`config.mk`:
```
export PLATFORM = sky130hd
export DESIGN_NAME = dac_spi_tx
export DESIGN_NICKNAME = d
export VERILOG_FILES = /design/src/rtl/dac_spi_tx_pkg.sv /design/src/rtl/dac_spi_tx_tick.sv /design/src/rtl/dac_spi_tx.sv
export SDC_FILE = /design/constraint.sdc
export NUM_CORES = 1
export LEC_CHECK = 0
export ABC_AREA = 1
export BUFFER_PORTS_ARGS = -buffer_cell sky130_fd_sc_hd__buf_2
export CAP_MARGIN = 5
export CORE_MARGIN = 2
export CORE_UTILIZATION = 40
export DETAILED_ROUTE_END_ITERATION = 12
export GPL_TIMING_DRIVEN = 1
export PLACE_DENSITY = 0.57
export SLEW_MARGIN = 20
export SYNTH_ARGS = -nofsm -noshare
export SYNTH_HDL_FRONTEND = slang
export SYNTH_HIERARCHICAL = 1
export SYNTH_SLANG_ARGS = --single-unit
```
`constraint.sdc`:
```
create_clock -name src_clk -period 2.4 [get_ports src_clk]
set_input_delay 0.36 -clock src_clk [delete_from_list [all_inputs] [get_ports src_clk]]
set_output_delay 0.36 -clock src_clk [all_outputs]
set_load 0.02 [all_outputs]
```
`src/rtl/dac_spi_tx_pkg.sv`:
```
// dac_spi_tx_pkg: frame geometry, FSM encoding and frame builder
// shared by the DAC SPI transmitter and its sample tick generator.
package dac_spi_tx_pkg;

    localparam int DAC_FRAME_LEN = 16;
    localparam int DAC_DATA_LEN  = 8;
    localparam int DAC_PAD_LEN   = 4;
    localparam int DAC_BIT_W     = $clog2(DAC_FRAME_LEN);

    typedef enum logic [1:0] {
        IDLE  = 2'd0,
        SHIFT = 2'd1,
        HOLD  = 2'd2
    } dac_state_e;

    // {command nibble, sample, zero pad}, MSB shifted first
    function automatic logic [DAC_FRAME_LEN-1:0] dac_frame(
        input logic [3:0]              ctrl,
        input logic [DAC_DATA_LEN-1:0] sample
    );
        return {ctrl, sample, {DAC_PAD_LEN{1'b0}}};
    endfunction

endpackage

```
`src/rtl/dac_spi_tx_tick.sv`:
```
// sample_tick_gen: free-running divider that emits a one-cycle
// tick every SAMPLE_DIV cycles while en is high; held at 0 otherwise.
module sample_tick_gen
    import dac_spi_tx_pkg::*;
#(
    parameter int SAMPLE_DIV = 100
) (
    input  logic src_clk,
    input  logic rst,
    input  logic en,
    output logic tick
);

    localparam int CNT_W = (SAMPLE_DIV > 1) ? $clog2(SAMPLE_DIV) : 1;
    localparam logic [CNT_W-1:0] LAST = CNT_W'(SAMPLE_DIV - 1);

    logic [CNT_W-1:0] cnt_q;
    logic [CNT_W-1:0] cnt_d;

    assign tick = en && (cnt_q == LAST);

    // next count: hold at zero when disabled, wrap after LAST
    always_comb begin
        cnt_d = cnt_q;
        if (!en) begin
            cnt_d = '0;
        end else if (cnt_q == LAST) begin
            cnt_d = '0;
        end else begin
            cnt_d = cnt_q + 1'b1;
        end
    end

    // sample counter register
    always_ff @(posedge src_clk or posedge rst) begin
        if (rst) begin
            cnt_q <= '0;
        end else begin
            cnt_q <= cnt_d;
        end
    end

endmodule

```
`src/rtl/dac_spi_tx.sv`:
```
// dac_spi_tx: samples the DDS output and shifts 16-bit mode-0 SPI frames.
// Define DAC_TWOS_COMP_EN to invert the sample MSB (offset-binary -> 2's comp).
module dac_spi_tx
    import dac_spi_tx_pkg::*;
#(
    parameter int         CLK_DIV    = 2,
    parameter int         SAMPLE_DIV = 100,
    parameter logic [3:0] CTRL       = 4'b0011
) (
    input  logic                    src_clk,
    input  logic                    rst,
    input  logic                    en,
    input  logic [DAC_DATA_LEN-1:0] sinwave,
    input  logic                    ovr_clr,
    output logic                    dac_cs_n,
    output logic                    dac_sclk,
    output logic                    dac_mosi,
    output logic                    busy,
    output logic                    overrun
);

    localparam int DIV_W = (CLK_DIV > 1) ? $clog2(CLK_DIV) : 1;
    localparam logic [DIV_W-1:0] DIV_LAST = DIV_W'(CLK_DIV - 1);
    localparam logic [DAC_BIT_W-1:0] LAST_FALL = DAC_BIT_W'(DAC_FRAME_LEN - 1);

`ifdef DAC_TWOS_COMP_EN
    localparam logic [DAC_DATA_LEN-1:0] SAMPLE_XOR = 8'h80;
`else
    localparam logic [DAC_DATA_LEN-1:0] SAMPLE_XOR = 8'h00;
`endif

    dac_state_e               state_q;
    logic [DIV_W-1:0]         div_q;
    logic [DAC_BIT_W-1:0]     fall_q;
    logic [DAC_FRAME_LEN-1:0] shreg_q;
    logic                     cs_n_q;
    logic                     sclk_q;
    logic                     mosi_q;
    logic                     busy_q;
    logic                     ovr_q;

    logic                     tick;
    logic                     div_done;
    logic [DAC_FRAME_LEN-1:0] frame_d;

    sample_tick_gen #(
        .SAMPLE_DIV(SAMPLE_DIV)
    ) u_tick (
        .src_clk(src_clk),
        .rst    (rst),
        .en     (en),
        .tick   (tick)
    );

    assign div_done = (div_q == DIV_LAST);
    assign frame_d  = dac_frame(CTRL, sinwave ^ SAMPLE_XOR);

    // sticky overrun: a tick landing on a busy frame; set beats clear
    always_ff @(posedge src_clk or posedge rst) begin
        if (rst) begin
            ovr_q <= 1'b0;
        end else if (tick && busy_q) begin
            ovr_q <= 1'b1;
        end else if (ovr_clr) begin
            ovr_q <= 1'b0;
        end
    end

    // frame FSM with SCLK divider, shift register and registered pins
    always_ff @(posedge src_clk or posedge rst) begin
        if (rst) begin
            state_q <= IDLE;
            div_q   <= '0;
            fall_q  <= '0;
            shreg_q <= '0;
            cs_n_q  <= 1'b1;
            sclk_q  <= 1'b0;
            mosi_q  <= 1'b0;
            busy_q  <= 1'b0;
        end else begin
            unique case (state_q)
                IDLE: begin
                    if (tick) begin
                        state_q <= SHIFT;
                        shreg_q <= frame_d;
                        mosi_q  <= frame_d[DAC_FRAME_LEN-1];
                        cs_n_q  <= 1'b0;
                        sclk_q  <= 1'b0;
                        busy_q  <= 1'b1;
                        div_q   <= '0;
                        fall_q  <= '0;
                    end
                end
                SHIFT: begin
                    if (div_done) begin
                        div_q  <= '0;
                        sclk_q <= ~sclk_q;
                        // data moves only on the falling SCLK transition
                        if (sclk_q) begin
                            fall_q <= fall_q + 1'b1;
                            if (fall_q == LAST_FALL) begin
                                state_q <= HOLD;
                                cs_n_q  <= 1'b1;
                                mosi_q  <= 1'b0;
                            end else begin
                                mosi_q  <= shreg_q[DAC_FRAME_LEN-2];
                                shreg_q <= {shreg_q[DAC_FRAME_LEN-2:0], 1'b0};
                            end
                        end
                    end else begin
                        div_q <= div_q + 1'b1;
                    end
                end
                HOLD: begin
                    // minimum CS-high time before the next frame
                    if (div_done) begin
                        state_q <= IDLE;
                        busy_q  <= 1'b0;
                        div_q   <= '0;
                    end else begin
                        div_q <= div_q + 1'b1;
                    end
                end
                default: begin
                    state_q <= IDLE;
                end
            endcase
        end
    end

    assign dac_cs_n = cs_n_q;
    assign dac_sclk = sclk_q;
    assign dac_mosi = mosi_q;
    assign busy     = busy_q;
    assign overrun  = ovr_q;

endmodule

```
* After elaboration in Yosys (flattened, before gate mapping)
Cells that the tools add are included.
W data, S select, Z words.
** Storage, ports and cells
- Register bits :: 34
- Input bits :: 12
- Word-level logic and storage cells :: 74
** Operators by class
- Add/subtract/negate cells :: 3
- Equal/unequal tests :: 10
- Muxes and demuxes :: 35
- Bitwise logic cells :: 1
- Reductions and logical operators :: 15
** Operators with widths (number)
- $mux W15 :: 4
- $pmux W15 S2 :: 1
- $reduce_and A5 Y1 :: 3
- $mux W7 :: 2
- $mux W1 :: 13
- $mux W4 :: 3
- $ne A2 B2 Y1 const B :: 6
- $mux W2 :: 5
- $pmux W1 S2 :: 5
- $pmux W4 S2 :: 1
- $reduce_bool A2 Y1 :: 4
- $add A7 B1 Y7 const B :: 1
- $eq A7 B7 Y1 const B :: 1
- $pmux W2 S3 :: 1
- $reduce_and A3 Y1 :: 2
- $add A4 B1 Y4 const B :: 1
- $eq A4 B4 Y1 const B :: 1
- $reduce_and A4 Y1 :: 1
- $eq A2 B1 Y1 const B :: 1
- $eq A2 B2 Y1 const B :: 1
- $logic_and A1 B1 Y1 :: 2
- $logic_not A2 Y1 :: 1
- $reduce_and A2 Y1 :: 1
- $reduce_or A2 Y1 :: 1
- other kinds (2) :: 2

* Longest topological paths before layout
Gate-level depths: netlist of run 1.
- Depth in word-level cells :: 5
- Gate-level depth with buffers :: 13
- Gate-level depth less buffers :: 12

* Cells and area by module
The synthesis of run 1 kept the hierarchy.
** By module, submodules not included
- dac_spi_tx :: instances 1, cells each 170, area an instance 1307.5 sq um, seq. area each 576.8 sq um
- sample_tick_gen :: instances 1, cells each 44, area an instance 357.8 sq um, seq. area each 175.2 sq um

* Least setup slack after synthesis of run 1
No wires, ideal clock.
- Path type :: register to register
- Start point :: register u_tick.cnt_q[0]
- End point :: register shreg_q[14]
- Setup time :: 0.117 ns
- Arrival :: 1.569 ns
- Data required time :: 2.283 ns
- Path slack :: 0.714 ns
- Cell stages (with the launch flop) :: 14
- Path buffers :: 1
- Period minus slack after synthesis :: 1.686 ns
- Path through :: dfrtp_1 > ha_1 > inv_2 > nor2_1 > nand3_2 > nor2_1 > inv_1 > nand2_1 > nand2_2 > nor2_4 > nand2_2 > buf_6 > nand2_2 > nand2_1
** On the way
- Longest elaborated chain between the ends :: 4
** Ends and longest elaborated chain
- start, declared :: RTL line dac_spi_tx_tick.sv:17 : logic [CNT_W-1:0] cnt_q;
- start signal, assigned :: RTL line dac_spi_tx_tick.sv:39 : cnt_q <= cnt_d;
- $eq A7 B7 Y1 :: RTL line dac_spi_tx_tick.sv:20 : assign tick = en && (cnt_q == LAST);
- $logic_and A1 B1 Y1 :: RTL line dac_spi_tx_tick.sv:20
- named net tick :: RTL line dac_spi_tx.sv:42 : logic tick;
- $ne A2 B2 Y1 (no line)
- $reduce_and A5 Y1 (no line)
- end signal, assigned :: RTL line dac_spi_tx.sv:85 : shreg_q <= frame_d;
- end signal, assigned :: RTL line dac_spi_tx.sv:107 : shreg_q <= {shreg_q[DAC_FRAME_LEN-2:0], 1'b0};
- end, declared :: RTL line dac_spi_tx.sv:35 : logic [DAC_FRAME_LEN-1:0] shreg_q;
The timed path passes the listed nets, and every way through them passes these cells.
A chain may end at the register's enable or synchronous reset.

* Worst setup path after layout of run 1
- Start point :: register u_tick.cnt_q[0]
- End point :: register fall_q[3]
** On the way
- Longest elaborated chain between the ends :: 4
** Ends and longest elaborated chain
- $eq A7 B7 Y1 :: RTL line dac_spi_tx_tick.sv:20
- $logic_and A1 B1 Y1 :: RTL line dac_spi_tx_tick.sv:20
- named net tick :: RTL line dac_spi_tx.sv:42
- $ne A2 B2 Y1 (no line)
- $reduce_and A4 Y1 (no line)
- end signal, assigned :: RTL line dac_spi_tx.sv:100 : fall_q <= fall_q + 1'b1;
- end, declared :: RTL line dac_spi_tx.sv:34 : logic [DAC_BIT_W-1:0] fall_q;
The timed path passes the listed nets, and every way through them passes these cells.

==> out/metrics.csv, run 1 <==
metric,value,unit
firstDrtPassIters,4,
via_per_inst,4.69,
grt_usage,15.6,%
io_pins,17,
crit_arrival,2.19,ns
min_path_type,input port to async pin,
maxCapViolCount,0,
finalHoldViolations,0,
worstSetupPathType,register to register,
p_comb_share,4.2,%
fp.dieArea,0.00470,mm^2
grt_first_pass_wirelength,5350,um
max_freq,498,MHz
ir_worst_vdd,0.000232,V
vias,1336,
crit_required,2.58,ns
grt_pass1_vias,1199,
synth_cell_types,27,
clk-insertion-delay-late,0.28,ns
postSynthAreaPerCell,7.78,um^2
cts_setup_buffers,0,
antenna_found_initial,0,
die_w,68.5,um
grt_max_degree,24,
post_drt_wl_per_cell,11.4,um
final_antenna_net_count,0,
fin_setup_tns,0,ns
port_buffers,16,
wl,3240,um
fin_crit,2.01,ns
nFillCells,412,
pwr-share-seq,53.4,%
first_iter_violations,61,
clkPwrFrac,42.4,%
drc,0,
p_sw,209,uW
synth_top_area_share,43.6,%
clock_sinks,30,
finalHoldWorstSlack,0.0164,ns
final_util,46.9,%
core-area,0.00400,mm^2
critPathCaptureType,register,
cts_resized,0,
rows,23,
tightest_slew,0.446,ns
fp.dieH,68.5,um
cts_hold_buf,0,
status,"complete, no violations",
p_int,757,uW
p_sw_share,21.6,%
power.leakage,1.00,nW
routabilityCongestion,0.746,
dpl_worst_slack,0.389,ns
synth_area,0.00167,mm^2
synth_area_leader_cell,dfrtp_1,
fin_skew,0.00645,ns
place_area,0.00179,mm^2
setup_viol,0,
startpoint_type,register,
root_buffer,clkbuf_8,
final_nets,253,
place_inst,277,
drive_gt1_share,21.3,%
relSlewSlack,70.2,%
crit_fanout,11,
r2r_setup_slack,0.39,ns
syn_inst,214,
hpwl,2420,um
syn_to_final_growth,12.7,%
clockBufferDepth,2,
power_density,515,mW/mm^2
layout_setup_ws,0.393,ns
htreeDepth,2,
cts_buffers,5,
fin_crit_sh,83.6,%
final_cells,285,
power.total,966,uW
yosysSeqAreaShare,45.2,%
antenna_cells,0,
post-route-cell-area,0.00188,mm^2
clk_pin_slew_worst_paths,0.06,ns
start_util,41.6,%
rsz0062_at_grt,no,
synth-seq-cells,30,
tritoncts,yes,
grt-ovfl-total,0,
yosys_warnings,6,
drv_slew,0,
syn_nets,233,
synthTopCellsByArea,"dfrtp_1 (44%), nand2_1 (14%), nand3_1 (6.9%)",
==> sequential cells by signal, summed over array words and instances (netlist names) <==
register,flops
fall_q,4
u_tick/cnt_q,7
dac_sclk,1
shreg_q,11
state_q,2
overrun,1
dac_cs_n,1
dac_mosi,1
div_done,1
busy,1
==> kinds of logic after synthesis <==
family	Yosys count	share of synthesized area (%)
AO/OA/AOI/OAI	13	4.13
XOR/XNOR	3	1.58
adder cells (fa/ha/maj)	7	5.26
buffers and inverters	34	9.17
flip-flops	30	45.2
AND/OR/NAND/NOR	127	34.7
==> worst max-delay path, cell delays in order (launching register included) <==
cell,delay (ns)
dfrtp_1,0.38
ha_1,0.21
inv_2,0.05
nor2_1,0.10
nand3_2,0.10
nor2_1,0.19
inv_1,0.08
nand2_1,0.11
nand4_1,0.37
o21ai_0,0.31
==> power by group through the flow <==
stage	logic, mW	registers, mW	clock network (mW)
global route	0.0480	0.516	0.447
CTS	0.0422	0.515	0.424
global placement	0.0422	0.524	0
floorplan	0.0243	0.524	0
finish	0.0407	0.515	0.410
detailed placement	0.0419	0.525	0
==> path summary, 6_finish.rpt <==
kind,startpoint,end,cells after the start
min in group src_clk,ovr_clr,overrun,2
worst min register to register,dac_cs_n,dac_cs_n,2
max in group asynchronous,rst,dac_cs_n,3
worst max-delay path,u_tick/cnt_q[0],fall_q[3],9
worst max register to register,u_tick/cnt_q[0],fall_q[3],9
worst min-delay path,rst,u_tick/cnt_q[0],2
==> cells in the final DEF (no fill, tap or decap) <==
master,instances
nand2_1,63
dfrtp_1,29
inv_1,25
nand3_1,23
nor2_1,18
buf_2,16
nand2_2,13
ha_1,7
clkbuf_8,6
o21ai_1,4
a21oi_1,4
o21ai_0,3
buf_4,3
inv_2,2
nor2_2,2
or2_2,2
nand4_1,2
xor2_1,2
inv_4,1
nand2_4,1
nor2_4,1
o21a_1,1
nand3b_1,1
o22ai_1,1
clkbuf_1,1
clkinv_2,1
dfstp_2,1
nand3_2,1
xnor2_1,1
==> synth_stat cells <==
library cell,n
a21oi_1,4
buf_2,3
buf_4,1
buf_6,2
dfrtp_1,29
dfstp_2,1
ha_1,7
inv_1,25
inv_2,2
inv_4,1
nand2_1,63
nand2_2,13
nand2_4,1
nand3_1,23
nand3_2,1
nand3b_1,1
nand4_1,2
nor2_1,18
nor2_2,2
nor2_4,1
o21a_1,1
o21ai_0,3
o21ai_1,4
o22ai_1,1
or2_2,2
xnor2_1,1
xor2_1,2
==> final cells by class <==
| type | instances | area (um^2) | area share (%) |
|---|---|---|---|
| multi-input combinational | 150 | 761 | 40.5 |
| sequential | 30 | 752 | 40.1 |
| inverter | 28 | 108 | 5.73 |
| timing repair buffer | 19 | 103 | 5.47 |
| clock buffer | 7 | 86.3 | 4.60 |
| tap | 50 | 62.6 | 3.33 |
| clock inverter | 1 | 5.00 | 0.267 |
==> per-layer routing <==
| metal | part of all wire (%) | up-vias | global-route usage [%] |
|---|---|---|---|
| li1 | - | 702 | - |
| met1 | 51 | 618 | 20.5 |
| met2 | 45 | 10 | 24.4 |
| met3 | 2.7 | 6 | 4.87 |
| met4 | 1.4 | 0 | 5.25 |
| met5 | 0 | - | 0 |
Power figures use the tool's default switching activity.
==> run 2: changes to the inputs <==
--- a/config.mk
+++ b/config.mk
@@ -5,14 +5,14 @@
 export SDC_FILE = /design/constraint.sdc
 export NUM_CORES = 1
 export LEC_CHECK = 0
-export ABC_AREA = 1
+export ABC_AREA = 0
 export BUFFER_PORTS_ARGS = -buffer_cell sky130_fd_sc_hd__buf_2
 export CAP_MARGIN = 5
 export CORE_MARGIN = 2
 export CORE_UTILIZATION = 40
 export DETAILED_ROUTE_END_ITERATION = 12
 export GPL_TIMING_DRIVEN = 1
-export PLACE_DENSITY = 0.57
+export PLACE_DENSITY = 0.59
 export SLEW_MARGIN = 20
 export SYNTH_ARGS = -nofsm -noshare
 export SYNTH_HDL_FRONTEND = slang
==> constraint.sdc (replaced) <==
create_clock -name src_clk -period 1.7 [get_ports src_clk]
set_input_delay 0.255 -clock src_clk [delete_from_list [all_inputs] [get_ports src_clk]]
set_output_delay 0.255 -clock src_clk [all_outputs]
set_load 0.02 [all_outputs]
==> run 2 against run 1 <==
The flow now finishes with violations (setup timing). Clock power up 73%. First-iteration DRC count shrank 39%. Core utilization up 16 points. Critical path depth is 3 lower. Sequential power rose by 40%. Critical path type unchanged. Largest cell class unchanged. Highest routed layer unchanged.
==> out/metrics.csv, run 2 <==
metric,value,unit
tightest_slew,0.416,ns
synth_common_cells,"dfrtp_1 (29), nor2_1 (15), inv_1 (12)",
drive_gt1_share,45.2,%
ir_worst_vdd,0.000470,V
cp_cell_sequence,or4b_4 > nor3_4 > nor2b_1 > or4_4 > a21oi_2 > mux2_4,
antenna_found_initial,0,
fin_setup_tns,-9.16,ns
htreeDepth,2,
clock_sinks,30,
cts_buffers,5,
drc,0,
yosys_warnings,6,
core-area,0.00372,mm^2
vias,1385,
antenna_cells,0,
routabilityCongestion,0.752,
synth_cell_types,37,
place_inst,253,
synthArstFlopShare,100,%
start_util,42.5,%
top_register,shreg_q,
synth_area,0.00158,mm^2
holdPathStages,2,
grt_max_degree,24,
min_from,ovr_clr,
root_buffer,clkbuf_8,
first_iter_violations,37,
port_buffers,16,
clk_pin_slew_worst_paths,0.06,ns
firstDrtPassIters,4,
r2r_setup_slack,-0.57,ns
drv_slew,0,
synth_top_area_share,46.0,%
via_per_inst,5.15,
tritoncts,yes,
largest_reg_flops,11,
finalHoldViolations,0,
max_freq,441,MHz
clockBufferDepth,2,
crit_path_start,u_tick/cnt_q[2],
die_w,66.8,um
crit_required,1.87,ns
synth-seq-cells,30,
fin_skew,0.00697,ns
synth_ff_type,dfrtp_1,
grt-ovfl-total,0,
syn_nets,179,
yosysMostFrequentCell,dfrtp_1,
crit_arrival,2.44,ns
clk-insertion-delay-late,0.29,ns
final_common_cell,buf_4,
power_density,641,mW/mm^2
synth_edf_count,0,
power.leakage,1.07,nW
syn_to_final_growth,48.2,%
io_pins,17,
synth_area_leader_cell,dfrtp_1,
crit_fanout,4,
layout_setup_ws,-0.566,ns
power.total,1.50,mW
grt_usage,20.9,%
status,finished with violations,
worst_path_max_delay_cell,or4b_4,
fp.dieArea,0.00447,mm^2
yosysSeqAreaShare,47.6,%
relSlewSlack,72.2,%
maxCapViolCount,0,
reg_top3,"shreg_q: 11 flops, u_tick/cnt_q: 7 flops, fall_q: 4 flops",
startpoint_type,register,
final_util,63.0,%
setup_viol,22,
ff2ff_path_depth,6,
grt_pass1_vias,1479,
violations,setup timing,
rr_endpoint,state_q[0],
final_cells,269,
final_nets,239,
post_drt_wl_per_cell,14.5,um
rows,22,
grt_first_pass_wirelength,6840,um
rsz0062_at_grt,yes,
wl,3910,um
postSynthAreaPerCell,9.87,um^2
synthTopCellsByArea,"dfrtp_1 (46%), ha_1 (5.5%), nor2_1 (3.6%)",
fp.dieH,66.8,um
fin_crit_sh,133,%
hpwl,2630,um
syn_inst,160,
min_path_type,input port to register,
critPathCaptureType,register,
slowest_delay,0.56,ns
final_antenna_net_count,0,
final_cell_mix,"buf_4 (33), dfrtp_1 (29), buf_2 (16), nor2_1 (13), inv_1 (12)",
fin_crit,2.27,ns
worstSetupPathType,register to register,
holdPathEnd,overrun,
timing.rr.start,u_tick/cnt_q[2],
[run 2: cell types whose count changed after synthesis, sizes merged, moves of 3 or more]
cell     delta
nand3      -17
nor2        -6
o21ai       +5
or3         +3
nor2b       +5
nor3        +6
inv        -16
mux2        +3
nand2b      +3
a211oi      +4
o2bb2ai     +5
mux2i       +3
a21oi       +5
nand2      -68
[run 2: repair_timing]
action / CTS / global route
setup buffers: 8 / 3
pin swaps: 10 / 4
gates resized for setup: 28 / 20
hold buffers: 1 / 0
cloned: 0 / 1
hold endpoints to repair: 7 / 0
setup endpoints to repair: 22 / 22
[run 2: area by class of cell]
cell class	instances	area (um^2)
fill	315	1380
multi-input combinational	112	935
sequential	30	752
timing repair buffer	59	439
clock buffer	5	68.8
tap	48	60.1
inverter	12	45.0
clock inverter	3	40.0
[run 2: cells by family (layout without fill, tap and decap cells)]
| group | count (synthesis) | after routing | synth area share, % |
|---|---|---|---|
| mux | 6 | 6 | 4.52 |
| flops | 30 | 30 | 47.6 |
| xor+xnor | 4 | 4 | 2.22 |
| buf+inv | 18 | 79 | 4.91 |
| simple gates | 56 | 56 | 18.2 |
| fa+ha+maj | 7 | 7 | 5.55 |
| compound gates | 39 | 39 | 17.0 |
[run 2: worst max path at each step]
stage	to	slack (ns)	cells after the start
6_report	state_q[0]	-0.57	6
4_1_cts	state_q[0]	-0.53	6
2_1_floorplan	shreg_q[12]	-0.75	7
3_5_place_dp	state_q[0]	-0.62	6
5_1_grt	state_q[0]	-0.67	6
3_3_place_gp	state_q[0]	-0.58	6
[run 2: power by group]
part / switching (mW) / leakage, nW / internal (mW) / total, mW
clock: 0.278 / 0.0579 / 0.431 / 0.708
combinational: 0.0369 / 0.630 / 0.0302 / 0.0671
sequential: 0.00371 / 0.387 / 0.720 / 0.723
[run 2: worst max-delay path: cells and delay by family, from the launching register on]
family	cells	cell delay (ns)
AOI/OAI and AO/OA	1	0.15
muxes	1	0.31
DFF	1	0.39
and+or+nand+nor	4	1.31
[run 2: through the flow]
step	cell area, um^2	hold WS, ns	setup WS (ns)
after global routing	2340	0.172	-0.667
after CTS	2240	0.158	-0.529
after floorplan	1600	0.0584	-0.749
after global placement	1960	0.202	-0.579
final	2340	0.164	-0.566
after detailed placement	1960	0.214	-0.616
[run 2: metal layers]
metal / GRT usage, % / vias to the layer above / wire length [um]
li1: - / 680 / -
met1: 25.9 / 680 / 1770
met2: 35.6 / 18 / 1960
met3: 5.57 / 7 / 125
met4: 6.12 / 0 / 54
met5: 0 / - / 0
